### src/rtl/risc_pkg.sv
// Shared definitions for the program loader:
// FSM state encoding and memory geometry defaults.
package risc_pkg;

   localparam int RISC_ADDR_W = 8;
   localparam int RISC_DEPTH  = 256;

   typedef enum logic [2:0] {
      ST_IDLE = 3'd0,
      ST_LOAD = 3'd1,
      ST_CHK  = 3'd2,
      ST_RUN  = 3'd3,
      ST_ERR  = 3'd4
   } ldr_state_t;

endpackage

### src/rtl/prog_loader_cksum.sv
// Modulo-2^16 running sum of the program words.
// Clear wins over enable.
module prog_loader_cksum (
   input  logic        clk,
   input  logic        i_clr,
   input  logic        i_en,
   input  logic [15:0] i_data,
   output logic [15:0] o_sum
);

   logic [15:0] r_sum;

   // accumulate accepted program words, wrapping at 16 bits
   always_ff @(posedge clk) begin
      if (i_clr) begin
         r_sum <= '0;
      end else if (i_en) begin
         r_sum <= r_sum + i_data;
      end
   end

   assign o_sum = r_sum;

endmodule

### src/rtl/prog_loader.sv
// Streams a length-prefixed, checksummed image into
// instruction memory and releases the core on success.
module prog_loader
   import risc_pkg::*;
#(
   parameter int ADDR_W = RISC_ADDR_W,
   parameter int DEPTH  = RISC_DEPTH
) (
   input  logic              clk,
   input  logic              reset,
   input  logic              s_valid,
   input  logic [15:0]       s_data,
   output logic              s_ready,
   input  logic              restart,
   output logic              imem_we,
   output logic [ADDR_W-1:0] imem_addr,
   output logic [15:0]       imem_wdata,
   output logic              core_reset,
   output logic              load_done,
   output logic              load_err
);

   ldr_state_t r_state;
   ldr_state_t w_nxt;

   logic [ADDR_W:0]   r_len;
   logic [ADDR_W-1:0] r_idx;
   logic              r_we;
   logic [ADDR_W-1:0] r_addr;
   logic [15:0]       r_wdata;

   logic        w_xfer;
   logic        w_ld_len;
   logic        w_idx_clr;
   logic        w_idx_inc;
   logic        w_sum_clr;
   logic        w_sum_en;
   logic        w_wr;
   logic        w_last;
   logic        w_bad_len;
   logic [15:0] w_sum;

   assign s_ready = reset & ((r_state == ST_IDLE) |
                             (r_state == ST_LOAD) |
                             (r_state == ST_CHK));
   assign w_xfer  = s_valid & s_ready;

   assign w_last    = ({1'b0, r_idx} ==
                       (r_len - (ADDR_W+1)'(1)));
   assign w_bad_len = (s_data == 16'd0) |
                      ({1'b0, s_data} > 17'(DEPTH));

   // state register
   always_ff @(posedge clk) begin
      if (!reset) begin
         r_state <= ST_IDLE;
      end else begin
         r_state <= w_nxt;
      end
   end

   // next state and datapath controls
   always_comb begin
      w_nxt     = r_state;
      w_ld_len  = 1'b0;
      w_idx_clr = 1'b0;
      w_idx_inc = 1'b0;
      w_sum_clr = 1'b0;
      w_sum_en  = 1'b0;
      w_wr      = 1'b0;
      unique case (r_state)
         ST_IDLE: begin
            if (w_xfer) begin
               if (w_bad_len) begin
                  w_nxt = ST_ERR;
               end else begin
                  w_nxt     = ST_LOAD;
                  w_ld_len  = 1'b1;
                  w_idx_clr = 1'b1;
                  w_sum_clr = 1'b1;
               end
            end
         end
         ST_LOAD: begin
            if (w_xfer) begin
               w_wr      = 1'b1;
               w_sum_en  = 1'b1;
               w_idx_inc = 1'b1;
               if (w_last) begin
                  w_nxt = ST_CHK;
               end
            end
         end
         ST_CHK: begin
            if (w_xfer) begin
               w_nxt = (s_data == w_sum) ? ST_RUN : ST_ERR;
            end
         end
         ST_RUN, ST_ERR: begin
            if (restart) begin
               w_nxt     = ST_IDLE;
               w_idx_clr = 1'b1;
               w_sum_clr = 1'b1;
            end
         end
         default: begin
            w_nxt = ST_IDLE;
         end
      endcase
   end

   // length latch, word index and registered imem write port
   always_ff @(posedge clk) begin
      if (!reset) begin
         r_len   <= '0;
         r_idx   <= '0;
         r_we    <= 1'b0;
         r_addr  <= '0;
         r_wdata <= '0;
      end else begin
         r_we <= w_wr;
         if (w_wr) begin
            r_addr  <= r_idx;
            r_wdata <= s_data;
         end
         if (w_ld_len) begin
            r_len <= s_data[ADDR_W:0];
         end
         if (w_idx_clr) begin
            r_idx <= '0;
         end else if (w_idx_inc) begin
            r_idx <= r_idx + 1'b1;
         end
      end
   end

   prog_loader_cksum u_cksum (
      .clk    (clk),
      .i_clr  (w_sum_clr | ~reset),
      .i_en   (w_sum_en),
      .i_data (s_data),
      .o_sum  (w_sum)
   );

   assign imem_we    = r_we;
   assign imem_addr  = r_addr;
   assign imem_wdata = r_wdata;
   assign core_reset = (r_state != ST_RUN);
   assign load_done  = (r_state == ST_RUN);
   assign load_err   = (r_state == ST_ERR);

endmodule
### config.mk
export PLATFORM = sky130hd
export DESIGN_NAME = prog_loader
export DESIGN_NICKNAME = d
export VERILOG_FILES = /design/src/rtl/risc_pkg.sv /design/src/rtl/prog_loader_cksum.sv /design/src/rtl/prog_loader.sv
export SDC_FILE = /design/constraint.sdc
export NUM_CORES = 1
export LEC_CHECK = 0
export CAP_MARGIN = 0
export CELL_PAD_IN_SITES_DETAIL_PLACEMENT = 2
export CELL_PAD_IN_SITES_GLOBAL_PLACEMENT = 2
export CORE_MARGIN = 1.5
export CORE_UTILIZATION = 36
export DETAILED_ROUTE_END_ITERATION = 12
export PLACE_DENSITY_LB_ADDON = 0.25
export SYNTH_ARGS = -nofsm -noshare
export SYNTH_HDL_FRONTEND = slang
export SYNTH_HIERARCHICAL = 1
export SYNTH_SLANG_ARGS = --single-unit
### constraint.sdc
create_clock -name clk -period 5.8 [get_ports clk]
set_input_delay 1.16 -clock clk [delete_from_list [all_inputs] [get_ports clk]]
set_output_delay 1.16 -clock clk [all_outputs]
set_load 0.03 [all_outputs]
## Word level (Yosys, flattened, before mapping)

Cells that the tools add are included.

- Bits in registers: 61
- Input port bits: 20
- Output and inout port bits: 29

- $add $sub $neg: 3
- Magnitude comparators: 1
- Eq/ne operators: 12
- Mux-type cells: 15
- Bitwise operators: 7
- Reductions and logical operators: 5

Operator list:

| operator | count |
|---|---|
| 3-bit 2-to-1 mux | 7 |
| 16-bit adder | 1 |
| 16-bit == test | 1 |
| 16-bit by 9-bit greater-than comparator with 1-bit output, second input constant | 1 |
| 16-bit zero test | 1 |
| 3-bit one-hot mux with 4 select lines | 1 |
| 2-bit inequality test, second input constant | 5 |
| 8-bit by 9-bit == test with 1-bit output | 1 |
| 9-bit by 1-bit subtractor with 9-bit output, second input constant | 1 |
| 8-bit by 1-bit adder with 8-bit output, second input constant | 1 |
| 3-bit by 2-bit == test with 1-bit output, second input constant | 2 |
| 1-bit 2-to-1 mux | 6 |
| 5-bit AND reduction | 1 |
| 1-bit bitwise OR | 4 |
| 2-bit OR reduction | 2 |
| 3-bit by 1-bit == test with 1-bit output, second input constant | 1 |
| 3-bit == test, second input constant | 1 |
| 3-bit zero test | 1 |
| 3-bit by 2-bit inequality test with 1-bit output, second input constant | 1 |
| 1-bit AND | 2 |
| 1-bit one-hot mux with 2 select lines | 1 |
| 1-bit inverter | 1 |

## Longest topological paths before layout

Gate-level depths: netlist of run 1.

- Depth in word-level cells: 8
- Mapped depth: 10
- Gate-level depth less buffers: 8

## Modules after synthesis

The synthesis of run 1 kept the hierarchy.

Modules (own cells, without submodules):

| module | instances | cells each | area each (µm²) | seq. area each (µm²) |
|---|---|---|---|---|
| prog_loader | 1 | 272 | 2332.2 | 900.9 |
| prog_loader_cksum | 1 | 151 | 1330.0 | 320.3 |

## Worst setup path before layout of run 1

OpenSTA, ideal clock, no wires.

- Kind: in2reg
- Start: input s_data[0]
- End: register u_cksum.r_sum[12], in the netlist u_cksum/o_sum[12]
- Setup time: 0.134 ns
- Arrival time: 2.988 ns
- Data required time: 5.666 ns
- Path slack: 2.678 ns
- Cell stages on the path: 8
- Buffers on the path: 0
- Cell sequence: ha_1 fa_1 a21o_1 a311o_1 a21bo_1 a221oi_2 or4b_1 o311ai_1

- Word-level cells in the longest chain between the ends: 6
- Elaborated cells between the ends (all ways): 8
- Those cells by class: 1 x add/sub; 1 x order compare; 3 x mux; 2 x bitwise; 1 x reduce/logical

RTL lines:

| element | line | text |
|---|---|---|
| start, declared | prog_loader.sv:12 | `input logic [15:0] s_data,` |
| 16-bit by 9-bit greater-than comparator with 1-bit output or 16-bit zero test (tied branches) | prog_loader.sv:51, prog_loader.sv:50 |  |
| 1-bit bitwise OR | prog_loader.sv:50 | `assign w_bad_len = (s_data == 16'd0) \|` |
| 1-bit 2-to-1 mux | prog_loader.sv:74 | `if (w_bad_len) begin` |
| 1-bit 2-to-1 mux | prog_loader.sv:73 | `if (w_xfer) begin` |
| 1-bit one-hot mux with 2 select lines | prog_loader.sv:71 | `unique case (r_state)` |
| 1-bit bitwise OR | prog_loader.sv:139 | `.i_clr (w_sum_clr \| ~reset),` |
| end signal, assigned | prog_loader_cksum.sv:18 | `r_sum <= r_sum + i_data;` |
| end, declared | prog_loader_cksum.sv:11 | `logic [15:0] r_sum;` |

Several ways; a longest one is shown, not always the timed one.
A chain may end at the register's enable or synchronous reset.

## Worst setup path after layout of run 1

- Start: input reset
- End: output s_ready

- Word-level cells in the longest chain between the ends: 1

RTL lines:

| element | line | text |
|---|---|---|
| start, declared | prog_loader.sv:10 | `input logic reset,` |
| 1-bit AND | prog_loader.sv:43 | `assign s_ready = reset & ((r_state == ST_IDLE) \|` |
| end, declared | prog_loader.sv:13 | `output logic s_ready,` |

No other way between the ends.

==> summary.md, run 1 <==
| Metric | Value |
|---|---|
| Ys async rst share | `0` |
| Die height | `a little over 100 microns` |
| PD cells | `between 150 and 200 nW/um^2` |
| Sw Share | `0.257` |
| Worst-case reg-to-reg path depth | `8` |
| RSZ-0062 raised after global routing | `false` |
| Setup bufs post-CTS | `0` |
| Hold Path Class | `flip-flop to flip-flop` |
| Clock share of power | `0.434` |
| Register area share after synthesis | `0.333` |
| Post-route cell area | `4430 sq um` |
| Routed wire length per instance | `~18 microns` |
| Int Power | `0.649 mW` |
| Simple-Gate Fraction of Synth Area | `0.235` |
| Inst Count DP | `about 590` |
| Final setup fails | `0` |
| H-tree lvl count | `3` |
| Via-to-Cell Ratio | `roughly 5.4` |
| Max Clk Rate | `around 0.25 GHz` |
| TritonCTS clock tree | `done` |
| Crit Path Max Fanout | `between 40 and 50` |
| Yosys top cell by area | `dfxtp_1` |
| Hold Path Cell Cnt | `2` |
| Root Driver | `clkbuf_8` |
| Layout cells sized above 1 | `0.0723` |
| Most Crowded Layer GR | `met2` |
| Worst clock skew | `0.00900 ns` |
| Die width | `roughly 100 microns` |
| Slew HR | `0.627` |
| Status | `complete, no violations` |
| Critical path's slowest cell | `clkdlybuf4s50_1` |
| Hold path start | `imem_addr[7]` |
| Die Area | `~11,000 sq um` |
| Top cells by count, synth | `nand2_1 (64), dfxtp_1 (61), nor2_1 (30)` |
| # hold bufs at CTS | `0` |
| First-pass GRT wire length | `roughly 18 mm` |
| Most frequent cell after synthesis | `nand2_1` |
| Clock Tree Buf Depth | `2` |
| Combinational fraction of design power | `0.084` |
| Vias | `~3,300` |
| Slew @ Worst Pin | `0.554 ns` |
| Ant diodes | `0` |
| VDD IR max | `just over 0.09 mV` |
| Starting Density | `0.373` |
| WP data arrival | `roughly 2.9 ns` |
| Fin Setup TNS | `0 ns` |
| EDFF count, synth | `0` |
| Area contributors post-synth | `dfxtp_1 (33%), xnor2_1 (6.7%), nand2_1 (6.6%), ha_1 (5.8%), a21boi_0 (5.5%)` |
| Setup ws final | `1.78 ns` |
| Largest stage delay, worst path | `0.67 ns` |
| Final nets | `between 500 and 600` |
| Worst Setup End Kind | `output pin` |
| Crit path kind | `primary input to output pin` |
| Worst reg2reg setup slack | `between 3 and 4 ns` |
| Psw | `0.224 mW` |
| Std cell rows | `36` |
| R2R Path Start | `r_state[1]` |
| Synth Net Count | `~460` |
| Synth Instances | `around 420` |
| Xor-xnor portion of the synthesized cell area | `0.105` |
| Main synth FF type | `dfxtp_1` |
| Detailed Route WL | `11.1 mm` |
| Core area | `9820 sq um` |
| Max-Cap Viols | `0` |
| Met1 Use GR | `0.238` |
| Compound-Gate Fraction of Synth Area | `0.179` |
| Largest family of logic cells by synthesized area | `simple AND/OR/NAND/NOR gates` |
| Global route total overflow | `0` |
| Worst-Skew Late Latency | `about 0.34 ns` |
| Worst flop-to-flop path endpoint | `u_cksum/o_sum[15]` |
| DP Area | `4240 sq um` |
| Leakage | `about 1.6 nW` |
| Initial antenna violation count | `0` |
| Synth warn | `6` |
| Largest net degree at the start of global routing | `42` |
| Area growth syn-to-layout | `21.0%` |
| Period utilization | `0.693` |
| # IOs | `around 50` |
| Post-cts sizing count | `0` |
| DRT iter0 DRCs | `roughly 80` |
| DRT antenna net count | `0` |
| CTS clk-pin slew, worst paths | `roughly 0.070 ns` |
| Slew Limit Fails | `0` |
| Hold Vio Cnt, Final | `0` |
| Fraction of the mapped netlist area in adder cells | `0.0635` |
| GP Congestion | `between 0.8 and 0.9` |
| Flops & latches, synth | `~60` |
| Worst Hold End | `imem_addr[7]` |
| Total Routing Usage GR | `0.213` |
| Met3 usage in global routing | `0.0464` |
| CTS Buf Count | `9` |
| Non-filler cells in the finished layout | `between 600 and 700` |
| Yosys top cell area share | `0.333` |
| Critical-path cell list | `clkdlybuf4s50_1 -> buf_4 -> and3b_1 -> clkdlybuf4s50_1` |
| Critical Path RT | `roughly 4.6 ns` |
| Clock Sinks | `between 60 and 70` |
| Post-synthesis mux area share | `0.0495` |
| Syn Area/Cell | `8.66 sq um` |
| Mapped Area | `3660 sq um` |
| Detailed Routing Iterations Pass 1 | `4` |
| CP most frequent cell | `clkdlybuf4s50_1` |
| DRC viols | `0` |
| Worst setup SP type | `primary input` |
| I/O Buffers | `48` |
| Vias in the first global route | `~3,500` |
| Minimum clock period | `just over 4 ns` |
| Netlist cell types | `66` |
| Grt met2 use | `0.396` |
| Post-place setup slack | `~1.7 ns` |
| Sequential share of power | `0.481` |
| DP HPWL | `~8.1 mm` |
## layer usage
| metal | part of all wire | up-vias |
|---|---|---|
| li1 | - | 1578 |
| met1 | 0.42 | 1613 |
| met2 | 0.53 | 45 |
| met3 | 0.028 | 19 |
| met4 | 0.022 | 0 |
| met5 | 0 | - |
## worst max-delay path, delay by kind of cell
family                 cells  cell delay [ns]
buffers and inverters      3             1.47
and+or+nand+nor            1             0.23
## how the worst max path moves through the flow
stage | from | endpoint | slack (ns)
after floorplan | s_data[0] | u_cksum/o_sum[12] | 2.68
after global placement | reset | u_cksum/o_sum[15] | 1.79
after detailed placement | reset | u_cksum/o_sum[15] | 1.69
after CTS | reset | s_ready | 1.77
after global routing | reset | s_ready | 1.71
final | reset | s_ready | 1.78
## kinds of logic after synthesis
logic type | count (synthesis)
buffers and inverters | 28
multiplexers | 18
AND/OR/NAND/NOR | 168
XOR/XNOR | 44
adder cells (fa/ha/maj) | 18
flip-flops | 61
AO/OA/AOI/OAI | 86
## power groups by stage
stage / Sequential [mW] / Clock [mW] / Combinational [mW]
after floorplan: 0.429 / 0 / 0.0377
after global placement: 0.430 / 0 / 0.0717
after detailed placement: 0.430 / 0 / 0.0737
after CTS: 0.420 / 0.393 / 0.0744
after global routing: 0.420 / 0.409 / 0.0800
final: 0.420 / 0.379 / 0.0734
## metrics by stage
step           power (mW)  hold WS, ns   util
6_report            0.873        0.463  0.451
5_1_grt             0.909        0.496  0.451
4_1_cts             0.887        0.471  0.451
3_5_place_dp        0.503        0.459  0.432
3_3_place_gp        0.501        0.452  0.432
2_1_floorplan       0.467        0.477      -
## flip-flops by register name, indices dropped and copies added (netlist names)
name           cells
imem_wdata        16
imem_we            1
r_idx              8
r_state            3
u_cksum/o_sum     16
r_len              9
imem_addr          8
## layout by cell type, fill, tap and decap left out, drive strengths merged, types with 2 or more instances in the layout
cell type / instances
buf: 4
o21ai: 10
nor4: 8
clkdlybuf4s50: 48
nor3: 6
and3: 4
clkinvlp: 2
nand3: 9
and3b: 2
nand4b: 2
xnor2: 28
clkinv: 3
a21bo: 2
o22ai: 3
dfxtp: 61
a211oi: 3
o21a: 2
or3: 2
nor3b: 5
a21boi: 28
nand4: 7
a21oi: 11
nand2: 65
nor2b: 11
xor2: 16
a221oi: 2
nor2: 30
nand3b: 4
nand2b: 7
a21o: 6
o311ai: 2
o2111ai: 2
ha: 17
mux2i: 17
inv: 7
a31oi: 2
clkbuf: 10
## area by class of cell
type | count | area [sq um]
clock inverters | 6 | 63.8
well taps | 133 | 166
multi-input cells | 334 | 2320
flip-flops and latches | 61 | 1220
clock buffers | 10 | 128
inverters | 7 | 26.3
fillers | 1115 | 5390
repair buffers | 52 | 510
Note: power is estimated with default switching activity, not from simulation.
==> run 2: changes to the inputs <==
--- a/config.mk
+++ b/config.mk
@@ -9,7 +9,7 @@
 export CELL_PAD_IN_SITES_DETAIL_PLACEMENT = 2
 export CELL_PAD_IN_SITES_GLOBAL_PLACEMENT = 2
 export CORE_MARGIN = 1.5
-export CORE_UTILIZATION = 36
+export CORE_UTILIZATION = 30
 export DETAILED_ROUTE_END_ITERATION = 12
 export PLACE_DENSITY_LB_ADDON = 0.25
 export SYNTH_ARGS = -nofsm -noshare
==> constraint.sdc (replaced) <==
create_clock -name clk -period 3.45 [get_ports clk]
set_input_delay 0.69 -clock clk [delete_from_list [all_inputs] [get_ports clk]]
set_output_delay 0.69 -clock clk [all_outputs]
set_load 0.03 [all_outputs]
==> summary.md, run 2 (same netlist as run 1, synthesis figures left out) <==
| Metric | Value |
|---|---|
| PD cells | `393 nW/um^2 (+100%)` |
| Worst-Skew Late Latency | `0.34 ns (about the same)` |
| Setup bufs post-CTS | `0 (unchanged)` |
| Crit path kind | `primary input to flip-flop` |
| Core area | `12,000 sq um (+22%)` |
| TritonCTS clock tree | `done` |
| Vias | `3,273 (+0.55%)` |
| Detailed Route WL | `11.3 mm (+2.1%)` |
| Detailed Routing Iterations Pass 1 | `4 (unchanged)` |
| WP data arrival | `3.16 ns (+0.30 ns)` |
| DRT antenna net count | `0 (unchanged)` |
| Status | `complete, no violations` |
| DP HPWL | `8.56 mm (+5.9%)` |
| Worst clock skew | `0.00337 ns (-0.00564 ns)` |
| Vias in the first global route | `3,587 (+1.2%)` |
| Slew HR | `0.576 (-0.0513)` |
| RSZ-0062 raised after global routing | `false` |
| Power Total | `1.85 mW (+110%)` |
| Worst setup SP type | `primary input` |
| Root Driver | `clkbuf_16` |
| Slew Limit Fails | `0 (unchanged)` |
| GP Congestion | `0.773 (-3.5%)` |
| Die height | `113 microns (+9.3%)` |
| Final Core Density | `0.393 (-0.0589)` |
| # IOs | `49 (unchanged)` |
| Max Clk Rate | `between 0.3 and 0.4 GHz` |
| Die Area | `12,900 sq um (+19%)` |
| Setup ws final | `0.505 ns (-1.27 ns)` |
| DRC viols | `0 (unchanged)` |
| Die width | `113 microns (+9.3%)` |
| # hold bufs at CTS | `0 (unchanged)` |
| First-pass GRT wire length | `19.0 mm (+4.0%)` |
| Total Routing Usage GR | `0.192 (-0.0207)` |
| Crit Path Max Fanout | `3 (-93%)` |
| Commonest non-fill, non-tap cell in the layout | `nand2_1` |
| Fin Setup TNS | `0 ns (unchanged)` |
| Starting Density | `0.306 (-0.0668)` |
| Leading cell types in the layout, fill and taps excluded | `nand2_1 (64), dfxtp_1 (61), clkdlybuf4s50_1 (47)` |
| Max-Cap Viols | `0 (unchanged)` |
| H-tree lvl count | `3 (unchanged)` |
| Final nets | `518 (+3.0%)` |
| Minimum clock period | `about 2.9 ns` |
| Worst Setup End Kind | `flip-flop` |
| Routed wire length per instance | `17.9 microns (-2.6%)` |
| Final setup fails | `0 (unchanged)` |
| Post-cts sizing count | `0 (unchanged)` |
| Leakage | `1.71 nW (+8.4%)` |
| Area growth syn-to-layout | `28.2%` |
| Layout cells sized above 1 | `0.103 (+0.0308)` |
| CTS Buf Count | `9 (unchanged)` |
| Clock Sinks | `61 (unchanged)` |
| Largest net degree at the start of global routing | `36 (-14%)` |
| Hold Path Class | `flip-flop to flip-flop` |
| Critical Path RT | `3.67 ns (-0.97 ns)` |
| Period utilization | `0.854` |
| Global route total overflow | `0 (unchanged)` |
| Clock Tree Buf Depth | `2 (unchanged)` |
| Ant diodes | `0 (unchanged)` |
| Std cell rows | `40 (+11%)` |
| DRT iter0 DRCs | `106 (+36%)` |
| Slew @ Worst Pin | `0.631 ns (+0.0762 ns)` |
| Hold Vio Cnt, Final | `0 (unchanged)` |
| I/O Buffers | `48 (unchanged)` |
| VDD IR max | `0.233 mV (+160%)` |
| Post-place setup slack | `0.122 ns (-1.57 ns)` |
| Via-to-Cell Ratio | `5.18 (-4.1%)` |
| CTS clk-pin slew, worst paths | `0.06 ns (about the same)` |
| Initial antenna violation count | `0 (unchanged)` |
-- run 2: final timing paths --
| kind | startpoint | end | slack [ns] | depth (start not counted) |
|---|---|---|---|---|
| worst min register to register | imem_wdata[5] | imem_wdata[5] | 0.46 | 2 |
| worst max-delay path | s_data[0] | u_cksum/o_sum[12] | 0.51 | 9 |
| worst min-delay path | imem_wdata[5] | imem_wdata[5] | 0.46 | 2 |
| worst max register to register | u_cksum/o_sum[0] | u_cksum/o_sum[12] | 0.97 | 8 |
-- run 2: routing by layer --
| layer | vias to the layer above | share of wire | GRT usage |
|---|---|---|---|
| li1 | 1609 | - | - |
| met2 | 35 | 0.52 | 0.347 |
| met1 | 1619 | 0.45 | 0.226 |
| met3 | 10 | 0.023 | 0.0462 |
| met4 | 0 | 0.012 | 0.0525 |
| met5 | - | 0 | 0 |
-- run 2: layout make-up --
type | instances | area (sq um)
inverter | 7 | 26.3
timing repair buffer | 67 | 621
multi-input combinational | 334 | 2320
sequential | 61 | 1220
tap | 147 | 184
clock buffer | 11 | 243
fill | 1343 | 7270
clock inverter | 5 | 83.8
-- run 2: per-stage QoR --
stage / cells / cell area (sq um) / hold WS, ns
after floorplan: 423 / 3660 / 0.477
after global placement: 616 / 4370 / 0.452
after detailed placement: 616 / 4370 / 0.462
after CTS: 632 / 4700 / 0.471
after global routing: 632 / 4700 / 0.482
final: 632 / 4700 / 0.464
-- run 2: critical path, stage by stage --
cell and delay (ns):
clkdlybuf4s50_1 0.42, ha_1 0.23, fa_1 0.42, a21o_1 0.23
a311o_1 0.39, a21bo_1 0.22, a221oi_2 0.32, or4b_1 0.15
o311ai_1 0.09
-- run 2: power breakdown --
part	switching, mW	internal (mW)	total (mW)
logic	0.0734	0.0637	0.137
clock network	0.349	0.653	1.00
registers	0.00147	0.705	0.707
total	0.424	1.42	1.85
